File: config.mk
export PLATFORM = sky130hd
export DESIGN_NAME = hash_loader
export DESIGN_NICKNAME = d
export VERILOG_FILES = /design/src/rtl/ntlm_pkg.sv /design/src/rtl/hash_loader_assembler.sv /design/src/rtl/hash_loader.sv
export SDC_FILE = /design/constraint.sdc
export NUM_CORES = 1
export LEC_CHECK = 0
export BUFFER_PORTS_ARGS = -buffer_cell sky130_fd_sc_hd__clkbuf_2
export CAP_MARGIN = 20
export CELL_PAD_IN_SITES_DETAIL_PLACEMENT = 1
export CELL_PAD_IN_SITES_GLOBAL_PLACEMENT = 1
export CORE_MARGIN = 2
export CORE_UTILIZATION = 40
export CTS_CLUSTER_DIAMETER = 80
export DETAILED_ROUTE_END_ITERATION = 16
export PLACE_DENSITY_LB_ADDON = 0.12
export SYNTH_ARGS = -nofsm -noshare
export SYNTH_HDL_FRONTEND = slang
export SYNTH_SLANG_ARGS = --single-unit
File: constraint.sdc
create_clock -name clk -period 2.1 [get_ports clk]
set_input_delay 0.105 -clock clk [delete_from_list [all_inputs] [get_ports clk]]
set_output_delay 0.105 -clock clk [all_outputs]
set_load 0.05 [all_outputs]
File: src/rtl/ntlm_pkg.sv
// Shared command codes, FSM states and limits for the NTLM cracker host receive path.
package ntlm_pkg;

    localparam logic [7:0] CMD_LOAD  = 8'h48;
    localparam logic [7:0] CMD_PROG  = 8'h50;
    localparam logic [7:0] CMD_START = 8'h53;

    localparam int MAX_HASHES = 64;

    typedef enum logic [2:0] {
        IDLE,
        GET_COUNT,
        GET_BYTE,
        WRITE,
        DONE,
        ERROR
    } state_e;

endpackage

File: src/rtl/hash_loader_assembler.sv
// Byte shift register building one hash MSB-first; full flags a complete word.
// Latency: word and full update the cycle after shift_i; no backpressure, caller gates shift_i.
module hash_assembler #(
    parameter int HASH_BITS = 128
) (
    input  logic                 clk,
    input  logic                 n_rst,
    input  logic                 clr_i,
    input  logic                 shift_i,
    input  logic [7:0]           byte_i,
    output logic [HASH_BITS-1:0] word_o,
    output logic [3:0]           cnt_o,
    output logic                 full_o
);

    logic [HASH_BITS-1:0] word_q, word_d;
    logic [3:0]           cnt_q, cnt_d;
    logic                 full_q, full_d;

    always_comb begin
        word_d = word_q;
        cnt_d  = cnt_q;
        full_d = full_q;
        if (clr_i) begin
            cnt_d  = 4'd0;
            full_d = 1'b0;
        end else if (shift_i) begin
            word_d = {word_q[HASH_BITS-9:0], byte_i};
            // The 16th byte wraps the counter back to 0, ready for the next hash.
            cnt_d  = cnt_q + 4'd1;
            full_d = (cnt_q == 4'hF);
        end
    end

    always_ff @(posedge clk or negedge n_rst) begin
        if (!n_rst) begin
            word_q <= '0;
            cnt_q  <= 4'd0;
            full_q <= 1'b0;
        end else begin
            word_q <= word_d;
            cnt_q  <= cnt_d;
            full_q <= full_d;
        end
    end

    assign word_o = word_q;
    assign cnt_o  = cnt_q;
    assign full_o = full_q;

endmodule

File: src/rtl/hash_loader.sv
// Host command receiver: decodes H/P/S, assembles 16-byte hashes and writes them to SRAM.
// Latency: pulses and write strobe at T+1 after the consumed byte; data_ready held until data_read.
module hash_loader
    import ntlm_pkg::*;
#(
    parameter int HASH_BITS = 128,
    parameter int ADDR_BITS = 10
) (
    input  logic                 clk,
    input  logic                 n_rst,
    input  logic [7:0]           rx_data,
    input  logic                 data_ready,
    input  logic                 overrun_error,
    input  logic                 framing_error,
    output logic                 data_read,
    output logic                 write_enable,
    output logic [ADDR_BITS-1:0] address,
    output logic [HASH_BITS-1:0] write_data,
    output logic [6:0]           hash_count,
    output logic                 load_done,
    output logic                 load_error,
    output logic                 start_bit,
    output logic                 progress_request_byte_detected
);

    state_e     state_q, state_d;
    logic [6:0] index_q, index_d;
    logic [6:0] count_q, count_d;
    logic [6:0] hcnt_q, hcnt_d;
    logic       done_q, done_d;
    logic       err_q, err_d;
    logic       start_q, start_d;
    logic       prog_q, prog_d;
    logic       rd_prev_q;

    logic       can_take, uart_err, take, shift, clr;
    logic [3:0] byte_cnt;
    logic       full;

    assign can_take = data_ready && !rd_prev_q;
    assign uart_err = framing_error || overrun_error;

    hash_assembler #(.HASH_BITS(HASH_BITS)) u_asm (
        .clk     (clk),
        .n_rst   (n_rst),
        .clr_i   (clr),
        .shift_i (shift),
        .byte_i  (rx_data),
        .word_o  (write_data),
        .cnt_o   (byte_cnt),
        .full_o  (full)
    );

    always_comb begin
        state_d = state_q;
        index_d = index_q;
        count_d = count_q;
        hcnt_d  = hcnt_q;
        done_d  = done_q;
        err_d   = err_q;
        start_d = 1'b0;
        prog_d  = 1'b0;
        take    = 1'b0;
        shift   = 1'b0;
        clr     = 1'b0;
        unique case (state_q)
            IDLE: begin
                if (can_take) begin
                    take = 1'b1;
                    if (rx_data == CMD_LOAD) begin
                        done_d  = 1'b0;
                        err_d   = 1'b0;
                        hcnt_d  = 7'd0;
                        state_d = GET_COUNT;
                    end else if (rx_data == CMD_PROG) begin
                        prog_d = 1'b1;
                    end else if (rx_data == CMD_START) begin
                        start_d = done_q;
                    end
                end
            end
            GET_COUNT: begin
                // A UART error takes priority and leaves the pending byte unconsumed.
                if (uart_err) begin
                    state_d = ERROR;
                end else if (can_take) begin
                    take = 1'b1;
                    if (rx_data == 8'd0 || rx_data > 8'(MAX_HASHES)) begin
                        state_d = ERROR;
                    end else begin
                        count_d = rx_data[6:0];
                        index_d = 7'd0;
                        clr     = 1'b1;
                        state_d = GET_BYTE;
                    end
                end
            end
            GET_BYTE: begin
                if (uart_err) begin
                    state_d = ERROR;
                end else if (can_take) begin
                    take  = 1'b1;
                    shift = 1'b1;
                    if (byte_cnt == 4'hF) begin
                        state_d = WRITE;
                    end
                end
            end
            WRITE: begin
                index_d = index_q + 7'd1;
                hcnt_d  = index_q + 7'd1;
                if (index_d == count_q) begin
                    done_d  = 1'b1;
                    state_d = DONE;
                end else begin
                    state_d = GET_BYTE;
                end
            end
            DONE: begin
                state_d = IDLE;
            end
            ERROR: begin
                err_d   = 1'b1;
                done_d  = 1'b0;
                state_d = IDLE;
            end
            default: begin
                state_d = IDLE;
            end
        endcase
    end

    always_ff @(posedge clk or negedge n_rst) begin
        if (!n_rst) begin
            state_q   <= IDLE;
            index_q   <= 7'd0;
            count_q   <= 7'd0;
            hcnt_q    <= 7'd0;
            done_q    <= 1'b0;
            err_q     <= 1'b0;
            start_q   <= 1'b0;
            prog_q    <= 1'b0;
            rd_prev_q <= 1'b0;
        end else begin
            state_q   <= state_d;
            index_q   <= index_d;
            count_q   <= count_d;
            hcnt_q    <= hcnt_d;
            done_q    <= done_d;
            err_q     <= err_d;
            start_q   <= start_d;
            prog_q    <= prog_d;
            rd_prev_q <= take;
        end
    end

    assign data_read                      = take;
    assign write_enable                   = (state_q == WRITE) && full;
    assign address                        = {{(ADDR_BITS-7){1'b0}}, index_q};
    assign hash_count                     = hcnt_q;
    assign load_done                      = done_q;
    assign load_error                     = err_q;
    assign start_bit                      = start_q;
    assign progress_request_byte_detected = prog_q;

endmodule

==> flow_summary.toml, run 1 <==
[run_status]
status = "completed"

[cts]
clockBufferDepth = 2
clkSlewWorstSetupHoldPaths_ps = 60
insertion_delay_ps = 430
cts_root_buffer = "clkbuf_16"
htree_num_levels = 4
cts_made_buffers = 17
clock-sinks = 162
cts_setup_buffers = 0
tritoncts = "done"

[synthesis]
synth_common_cells = "396 x nand2_1, 162 x dfrtp_1, 18 x buf_2"
synth_most_common_cell = "nand2_1"
async_reset_ff_frac = 1.000
ys_ff_latch = 162
yosysSeqAreaShare = 0.6136
synth_top_area_cell = "dfrtp_1"
postSynthAreaPerCell_um2 = 9.253
ys_types = 46
ys.warnings.count = 0
netlist_instances = 714
synth_ff_type = "dfrtp_1"
netlist.area_leader.share = 0.6136
synth_edf_count = 0
syn_area_um2 = 6606
synthTopCellsByArea = "dfrtp_1 61%, nand2_1 23%, buf_2 1.4%, buf_6 1.4%, mux2_2 1.4%"

[timing]
fin_ws_ps = 102.0
worst_slew_pin_slew_ps = 525.9
slew_violations = 0
finClkSkew_ps = 7.474
setup_tns_ps = 0
relSlewSlack = 0.6494
min_period_ps = 1998
fmax_ghz = 0.5005
post-route-period-util = 0.9514
rsz0062_at_grt = "false"
setup_violations = 0
hold_viol_final = 0

[setup_path]
cp_slowest_cell = "dfrtp_1"
endpoint_kind = "flip-flop"
critPathTopFamily = "simple AND/OR/NAND/NOR gates"
critPathKind = "reg2reg"
critical_path_buf_inv_count = 1
required_ps = 2400
crit_chain = "nor2b_1 -> nand2_1 -> and4b_2 -> buf_4 -> mux2_2"
critPathMaxFanout = 9
cp-start-kind = "flip-flop"
worstPathArrival_ps = 2300
slowest_delay_ps = 490

[detailed_routing]
final_antenna_net_count = 0
viasPerCell = 4.861
route.detailed.wl_per_inst_um = 15.73
drt_wl_total_mm = 17.37
drc = 0
drt_iter0_markers = 221
vias = 5367
firstDrtPassIters = 4

[finish]
area_delta_synth_final_pct = 25.44
drive_gt1_frac = 0.2500
fin_cells = 1104
fillers = 1919
n_antenna_cell = 0
fin_nets = 892

[power_and_ir_drop]
power_mw = 7.051
max-vdd-ir-drop_mv = 0.5669
p_leak_nw = 4.799
p_per_area_nw_per_um2 = 850.8

[job]
cap_violations = 0

[global_route]
grt_usage = 0.2039
grt_max_degree = 69
grt_pass1_vias = 5693
grt_pass1_wl_mm = 28.79
antenna_found_initial = 0
grt_overflow = 0

[floorplan]
die_area_um2 = 17560
die_h_um = 132.5
rows = 46
die_w_um = 132.5
coreArea_um2 = 16000
initial_core_util = 0.4129
boundaryPins = 164

[place]
gp_congestion = 0.8601
place_inst = 1064
pre_cts_ws_ps = 132.5
dp_hpwl_mm = 11.79
io_buffer_count = 160

[min_path]
hold_path.class = "in2reg"
[worst paths after layout]
| check | cells past startpoint | end | slack (ps) | start |
|---|---|---|---|---|
| setup / recovery | 5 | count_q[2]$_DFFE_PN0P_ | 100 | state_q[0]$_DFFE_PN0P_ |
| hold / removal | 3 | state_q[0]$_DFFE_PN0P_ | 70 | overrun_error |
| setup reg to reg | 5 | count_q[2]$_DFFE_PN0P_ | 100 | state_q[0]$_DFFE_PN0P_ |
| hold reg to reg | 2 | u_asm.word_o[125]$_DFFE_PN0P_ | 480 | u_asm.word_o[125]$_DFFE_PN0P_ |
| max in group asynchronous | 3 | index_q[0]$_DFFE_PN0P_ | 1150 | n_rst |
| min in group asynchronous | 2 | u_asm.word_o[121]$_DFFE_PN0P_ | 220 | n_rst |
[sequential cells by signal (all words and copies together), names as in the netlist, 3 cells and up]
signal	count
count_q	7
hash_count	7
index_q	7
state_q	3
u_asm.cnt_o	4
u_asm.word_o	128
[per-stage QoR]
step | instance area, um2 | util | hold WS, ps
after CTS | 8273 | 0.5170 | 49.95
after global placement | 7619 | 0.4762 | 93.99
after floorplan | 6616 | - | -190.6
final | 8287 | 0.5179 | 66.82
after detailed placement | 7619 | 0.4762 | 100.6
after global routing | 8287 | 0.5179 | 65.51
[routing by layer]
metal,global-route usage,part of all wire
met1,0.2634,0.45
met2,0.3353,0.49
met3,0.04981,0.046
met4,0.07348,0.016
met5,0,0
[placed cells by master (no fill, tap or decap), types with 3 or more instances in the layout]
cell | Yosys | final
o22ai_1 | 3 | 3
buf_4 | 3 | 4
clkinvlp_4 | 0 | 4
or3_1 | 4 | 3
mux2_2 | 8 | 8
nand2_1 | 396 | 396
nor3_1 | 5 | 4
clkbuf_8 | 0 | 3
nor2_1 | 16 | 15
buf_12 | 0 | 6
dlygate4sd3_1 | 0 | 10
o21ai_0 | 6 | 6
xor2_1 | 6 | 6
a21oi_1 | 8 | 8
a21o_1 | 9 | 9
xnor2_1 | 7 | 7
or2_2 | 3 | 3
nand2b_1 | 3 | 3
a22o_1 | 4 | 4
clkbuf_16 | 0 | 17
dfrtp_1 | 162 | 160
clkbuf_2 | 0 | 159
nand3_1 | 6 | 6
clkinv_2 | 0 | 3
conb_1 | 1 | 3
[power breakdown]
part,switching [mW],internal [mW]
Sequential,0.116,3.24
Combinational,0.508,0.254
Clock,1.23,1.71
Total,1.85,5.20
[worst register-to-register path, stage by stage (launching register included)]
cell and delay (ps):
dfrtp_1 490, nor2b_1 290, nand2_1 120, and4b_2 420, buf_4 200, mux2_2 350
[final cells by class]
class / instances / area [um2] / area share
flip-flops and latches: 162 / 4056 / 0.4895
well taps: 216 / 270.3 / 0.03261
inverters: 2 / 7.507 / 0.0009059
repair buffers: 180 / 1057 / 0.1276
multi-input cells: 514 / 2341 / 0.2825
clock inverters: 9 / 83.83 / 0.01012
clock buffers: 21 / 470.5 / 0.05677
[kinds of logic after synthesis]
family                     count (synthesis)  synth area share
and+or+nand+nor                          449            0.2718
xor gates and xnor gates                  14           0.02064
AOI/OAI and AO/OA                         38           0.03902
buffers and inverters                     40           0.03693
muxes                                      8           0.01364
other                                      1         0.0005676
adders and majority gates                  2          0.003787
DFF                                      162            0.6136
[timing repair]
item / CTS / global route
resized for setup: 0 / 5
hold buffers: 10 / 0
hold endpoints to repair: 68 / 0
endpoints found under the setup margin: 0 / 15
No activity file was read; power rests on OpenSTA's default activity.
==> run 2, diff against run 1 <==
--- a/config.mk
+++ b/config.mk
@@ -10,7 +10,8 @@
 export CELL_PAD_IN_SITES_DETAIL_PLACEMENT = 1
 export CELL_PAD_IN_SITES_GLOBAL_PLACEMENT = 1
 export CORE_MARGIN = 2
-export CORE_UTILIZATION = 40
+export CORE_UTILIZATION = 41
+export CTS_BUF_LIST = sky130_fd_sc_hd__clkbuf_2
 export CTS_CLUSTER_DIAMETER = 80
 export DETAILED_ROUTE_END_ITERATION = 16
 export PLACE_DENSITY_LB_ADDON = 0.12
==> flow_summary.toml, run 2 (same netlist as run 1, synthesis figures left out) <==
[floorplan]
die_area_um2 = 17140
die_w_um = 130.9
coreArea_um2 = 15830
boundaryPins = 164
initial_core_util = 0.4174
die_h_um = 130.9
rows = 46

[place]
dp_hpwl_mm = 11.91
place_inst = 1066
gp_congestion = 0.8059
io_buffer_count = 160

[cts]
clockBufferDepth = 2
htree_num_levels = 4
cts_root_buffer = "clkbuf_2"
cts_made_buffers = 17
clock-sinks = 162
insertion_delay_ps = 720
clkSlewWorstSetupHoldPaths_ps = 240
tritoncts = "done"

[finish]
layout_commonest_cell = "nand2_1"
layout_common_cells = "396 x nand2_1, 174 x clkbuf_2, 158 x dfrtp_1"
area_delta_synth_final_pct = 23.03
drive_gt1_frac = 0.2591
fin_nets = 905
largest_register_ffs = 128
fin_cells = 1120

[timing]
finClkSkew_ps = 38.79
min_period_ps = 2010
setup_tns_ps = 0
slew_violations = 0
setup_violations = 0
fmax_ghz = 0.4974
relSlewSlack = 0.6582
worst_slew_pin_slew_ps = 510.8
post-route-period-util = 0.9574
hold_viol_final = 0

[global_route]
antenna_found_initial = 1
grt_pass1_wl_mm = 28.37
grt_overflow = 0
grt_usage = 0.2104
grt_pass1_vias = 5620
grt_max_degree = 81

[setup_path]
reg2reg_from = "state_q[2]$_DFFE_PN0P_"
crit_chain = "buf_4 -> nor3b_2 -> nand2_1 -> nand4b_1 -> nor3_1 -> dlygate4sd3_1"
slowest_delay_ps = 580
crit_end = "progress_request_byte_detected$_DFF_PN0_"
critPathMaxFanout = 4
cp-start-kind = "flip-flop"
startpoint = "state_q[2]$_DFFE_PN0P_"
required_ps = 2790
rr_endpoint = "progress_request_byte_detected$_DFF_PN0_"
critPathKind = "reg2reg"
endpoint_kind = "flip-flop"
worstPathArrival_ps = 2700
cp_slowest_cell = "dlygate4sd3_1"
ff2ff_setup_slack_ps = 90
ff2ff_path_depth = 6

[power_and_ir_drop]
clock_power_share = 0.290
p_leak_nw = 4.738
switching_power_mw = 1.818
p_comb_frac = 0.143
internal_power_mw = 4.108
p_seq_frac = 0.567
swShare = 0.3067
max-vdd-ir-drop_mv = 0.4076
p_per_area_nw_per_um2 = 729.0

[detailed_routing]
drc = 0
vias = 5468
final_antenna_net_count = 0
firstDrtPassIters = 4
drt_wl_total_mm = 17.61
drt_iter0_markers = 261
route.detailed.wl_per_inst_um = 15.72
viasPerCell = 4.882

[min_path]
hold_path.class = "in2reg"

[run_status]
status = "completed"

[job]
cap_violations = 0
## run 2: cell count changes in the layout (fill, tap and decap cells not counted), sizes merged
cell / previous run / this run
buf: 11 / 19
clkbuf: 180 / 176
bufinv: 1 / 2
diode: 0 / 1
inv: 2 / 7
dlygate4sd3: 10 / 15
## run 2: worst min path at each step
| stage | from | to | slack (ps) | cells past startpoint |
|---|---|---|---|---|
| 6_report | rx_data[5] | u_asm.word_o[5]$_DFFE_PN0P_ | 160 | 4 |
| 5_1_grt | rx_data[5] | u_asm.word_o[5]$_DFFE_PN0P_ | 120 | 4 |
| 4_1_cts | rx_data[1] | u_asm.word_o[1]$_DFFE_PN0P_ | 80 | 4 |
| 3_5_place_dp | n_rst | u_asm.word_o[127]$_DFFE_PN0P_ | 130 | 1 |
| 3_3_place_gp | n_rst | u_asm.word_o[127]$_DFFE_PN0P_ | 120 | 1 |
| 2_1_floorplan | n_rst | count_q[0]$_DFFE_PN0P_ | -190 | 0 |
## run 2: repair_timing
action                                 CTS  global route
endpoints found under the hold margin  290             0
hold buffers                            16             0
setup buffers                            3             2
resized for setup                        7             7
setup endpoints to repair                2             6
## run 2: final cells by class
cell class | instances | area, um2
well taps | 216 | 270.3
repair buffers | 193 | 1186
fillers | 1903 | 7700
clock inverters | 15 | 156.4
diodes | 1 | 2.502
multi-input cells | 514 | 2361
clock buffers | 17 | 85.08
flip-flops and latches | 162 | 4059
inverters | 2 | 7.507
## run 2: metrics by stage
step	util	hold WS, ps	instance area [um2]	worst slack [ps]	power [mW]
after floorplan	-	-190.6	6616	83.05	3.897
after global placement	0.4815	118.4	7621	227.7	4.122
after detailed placement	0.4815	126.6	7621	102.2	4.152
after CTS	0.5108	76.88	8084	14.31	5.946
after global routing	0.5135	120.3	8128	-15.27	6.196
final	0.5135	157.9	8128	89.56	5.925
## run 2: routing by layer
layer,vias to the layer above,global-route usage,share of wire
li1,2578,-,-
met1,2747,0.2698,0.44
met2,126,0.3542,0.49
met3,17,0.05375,0.056
met4,0,0.06195,0.011
met5,-,0,0
## run 2: power groups by stage
| stage | Clock [mW] | Sequential, mW | Combinational [mW] |
|---|---|---|---|
| after detailed placement | 0 | 3.42 | 0.736 |
| after global placement | 0 | 3.41 | 0.712 |
| final | 1.72 | 3.36 | 0.845 |
| after CTS | 1.79 | 3.36 | 0.798 |
| after floorplan | 0 | 3.53 | 0.365 |
| after global routing | 1.89 | 3.38 | 0.922 |
## run 2: critical path: cells and delay by family (launching register included)
kind	cells	cell delay, ps
and+or+nand+nor	4	820
DFF	1	430
buffers and inverters	2	740
==> run 3, diff against run 2 <==
--- a/config.mk
+++ b/config.mk
@@ -10,7 +10,7 @@
 export CELL_PAD_IN_SITES_DETAIL_PLACEMENT = 1
 export CELL_PAD_IN_SITES_GLOBAL_PLACEMENT = 1
 export CORE_MARGIN = 2
-export CORE_UTILIZATION = 41
+export CORE_UTILIZATION = 44
 export CTS_BUF_LIST = sky130_fd_sc_hd__clkbuf_2
 export CTS_CLUSTER_DIAMETER = 80
 export DETAILED_ROUTE_END_ITERATION = 16
==> constraint.sdc (replaced) <==
create_clock -name clk -period 2.5 [get_ports clk]
set_input_delay 0.125 -clock clk [delete_from_list [all_inputs] [get_ports clk]]
set_output_delay 0.125 -clock clk [all_outputs]
set_load 0.05 [all_outputs]
==> flow_summary.toml, run 3 (same netlist as run 1, synthesis figures left out) <==
[setup_path]
worstPathArrival_ps = 2250
cp-start-kind = "flip-flop"
endpoint_kind = "output pin"
required_ps = 2380
startpoint = "rd_prev_q$_DFF_PN0_"
ff2ff_setup_slack_ps = 300
reg2reg_from = "index_q[0]$_DFFE_PN0P_"
critPathMaxFanout = 7
critPathKind = "reg2out"

[global_route]
grt_overflow = 0
antenna_found_initial = 0
grt_pass1_wl_mm = 29.14
grt_pass1_vias = 5663
grt_max_degree = 65
grt_usage = 0.2288

[floorplan]
boundaryPins = 164
coreArea_um2 = 14590
rows = 44
die_w_um = 126.5
die_h_um = 126.5
die_area_um2 = 16010
initial_core_util = 0.4528

[finish]
n_antenna_cell = 0
fillers = 1729
area_delta_synth_final_pct = 22.33
fin_nets = 897
layout_commonest_cell = "nand2_1"
drive_gt1_frac = 0.2413
layout_common_cells = "396 x nand2_1, 179 x clkbuf_2, 162 x dfrtp_1"
largest_register_ffs = 128

[power_and_ir_drop]
clock_power_share = 0.351
p_seq_frac = 0.528
switching_power_mw = 1.453
p_leak_nw = 4.761
swShare = 0.2719
p_per_area_nw_per_um2 = 661.5
max-vdd-ir-drop_mv = 0.4664
internal_power_mw = 3.893
p_comb_frac = 0.120

[detailed_routing]
firstDrtPassIters = 4
drt_wl_total_mm = 17.87
drt_iter0_markers = 292
viasPerCell = 5.016
final_antenna_net_count = 0
route.detailed.wl_per_inst_um = 16.56
drc = 0
vias = 5412

[min_path]
hold_path.class = "in2reg"
min_from = "rx_data[2]"

[timing]
relSlewSlack = 0.6110
rsz0062_at_grt = "false"
post-route-period-util = 0.9482
finClkSkew_ps = 18.53
hold_ws_ps = 181.8
slew_violations = 0
setup_tns_ps = 0
hold_viol_final = 0
worst_slew_pin_slew_ps = 583.6
min_period_ps = 2370
setup_violations = 0
fmax_ghz = 0.4219

[cts]
clockBufferDepth = 2
clkSlewWorstSetupHoldPaths_ps = 220
cts_root_buffer = "clkbuf_2"
cts_made_buffers = 17
insertion_delay_ps = 740
tritoncts = "done"
htree_num_levels = 4
clock-sinks = 162

[place]
gp_congestion = 0.8082
io_buffer_count = 160
dp_hpwl_mm = 11.95

[job]
cap_violations = 0

[run_status]
status = "completed"
run 3: changes by cell type in the layout (fill, tap and decap cells not counted), moves of 2 or more:
cell        previous run  this run
clkbuf_2             174       179
bufinv_16              2         7
inv_6                  4         0
nor2_2                 2         0
clkinvlp_4             4         0
buf_4                 12         3
dfrtp_2                4         0
nor2_1                14        16
dfrtp_1              158       162
run 3: per-stage QoR:
stage	power [mW]	std cells	utilization	area (um2)	worst slack, ps
after CTS	5.397	1080	0.5546	8092	47.00
after global placement	3.449	1031	0.5188	7569	452.4
after detailed placement	3.484	1031	0.5188	7569	364.1
after floorplan	3.272	716	-	6614	339.2
final	5.346	1079	0.5539	8082	129.6
after global routing	5.564	1079	0.5539	8082	11.07
run 3: path summary, 6_finish.rpt:
kind | endpoint | cells after the start
worst min-delay path | u_asm.word_o[2]$_DFFE_PN0P_ | 4
worst max-delay path | data_read | 3
worst max register to register | state_q[2]$_DFFE_PN0P_ | 6
max in group asynchronous | u_asm.word_o[85]$_DFFE_PN0P_ | 4
worst min register to register | u_asm.word_o[124]$_DFFE_PN0P_ | 2
min in group asynchronous | u_asm.word_o[121]$_DFFE_PN0P_ | 4
run 3: power by group through the flow:
stage	clock [mW]	sequential (mW)	combinational [mW]
2_1_floorplan	0	2.97	0.307
3_3_place_gp	0	2.86	0.589
3_5_place_dp	0	2.87	0.615
4_1_cts	1.92	2.83	0.647
5_1_grt	2.03	2.84	0.690
6_report	1.88	2.83	0.644
run 3: per-layer routing:
layer	vias to the layer above	track usage	wire, um
li1	2573	-	-
met1	2680	0.2978	7800
met2	139	0.3778	8786
met3	20	0.06453	1056
met4	0	0.06270	226
met5	-	0	0
run 3: layout make-up:
class / instances / area [um2] / share of cell area
Sequential cell: 162 / 4054 / 0.5016
Multi-Input combinational cell: 514 / 2327 / 0.2880
Timing Repair Buffer: 185 / 1127 / 0.1395
Clock inverter: 12 / 235.2 / 0.02911
Tap cell: 184 / 230.2 / 0.02849
Clock buffer: 20 / 100.1 / 0.01239
Inverter: 2 / 7.507 / 0.0009289
run 3: what timing repair did:
item,CTS,global route
endpoints found under the hold margin,208,0
setup endpoints to repair,0,120
setup buffers,0,0
resized for setup,0,0
hold buffers,17,0
run 3: critical path, stage by stage (launching register included):
cell and delay, ps:
dfrtp_1 440, nand2b_1 280, nor3_1 410, clkbuf_2 380
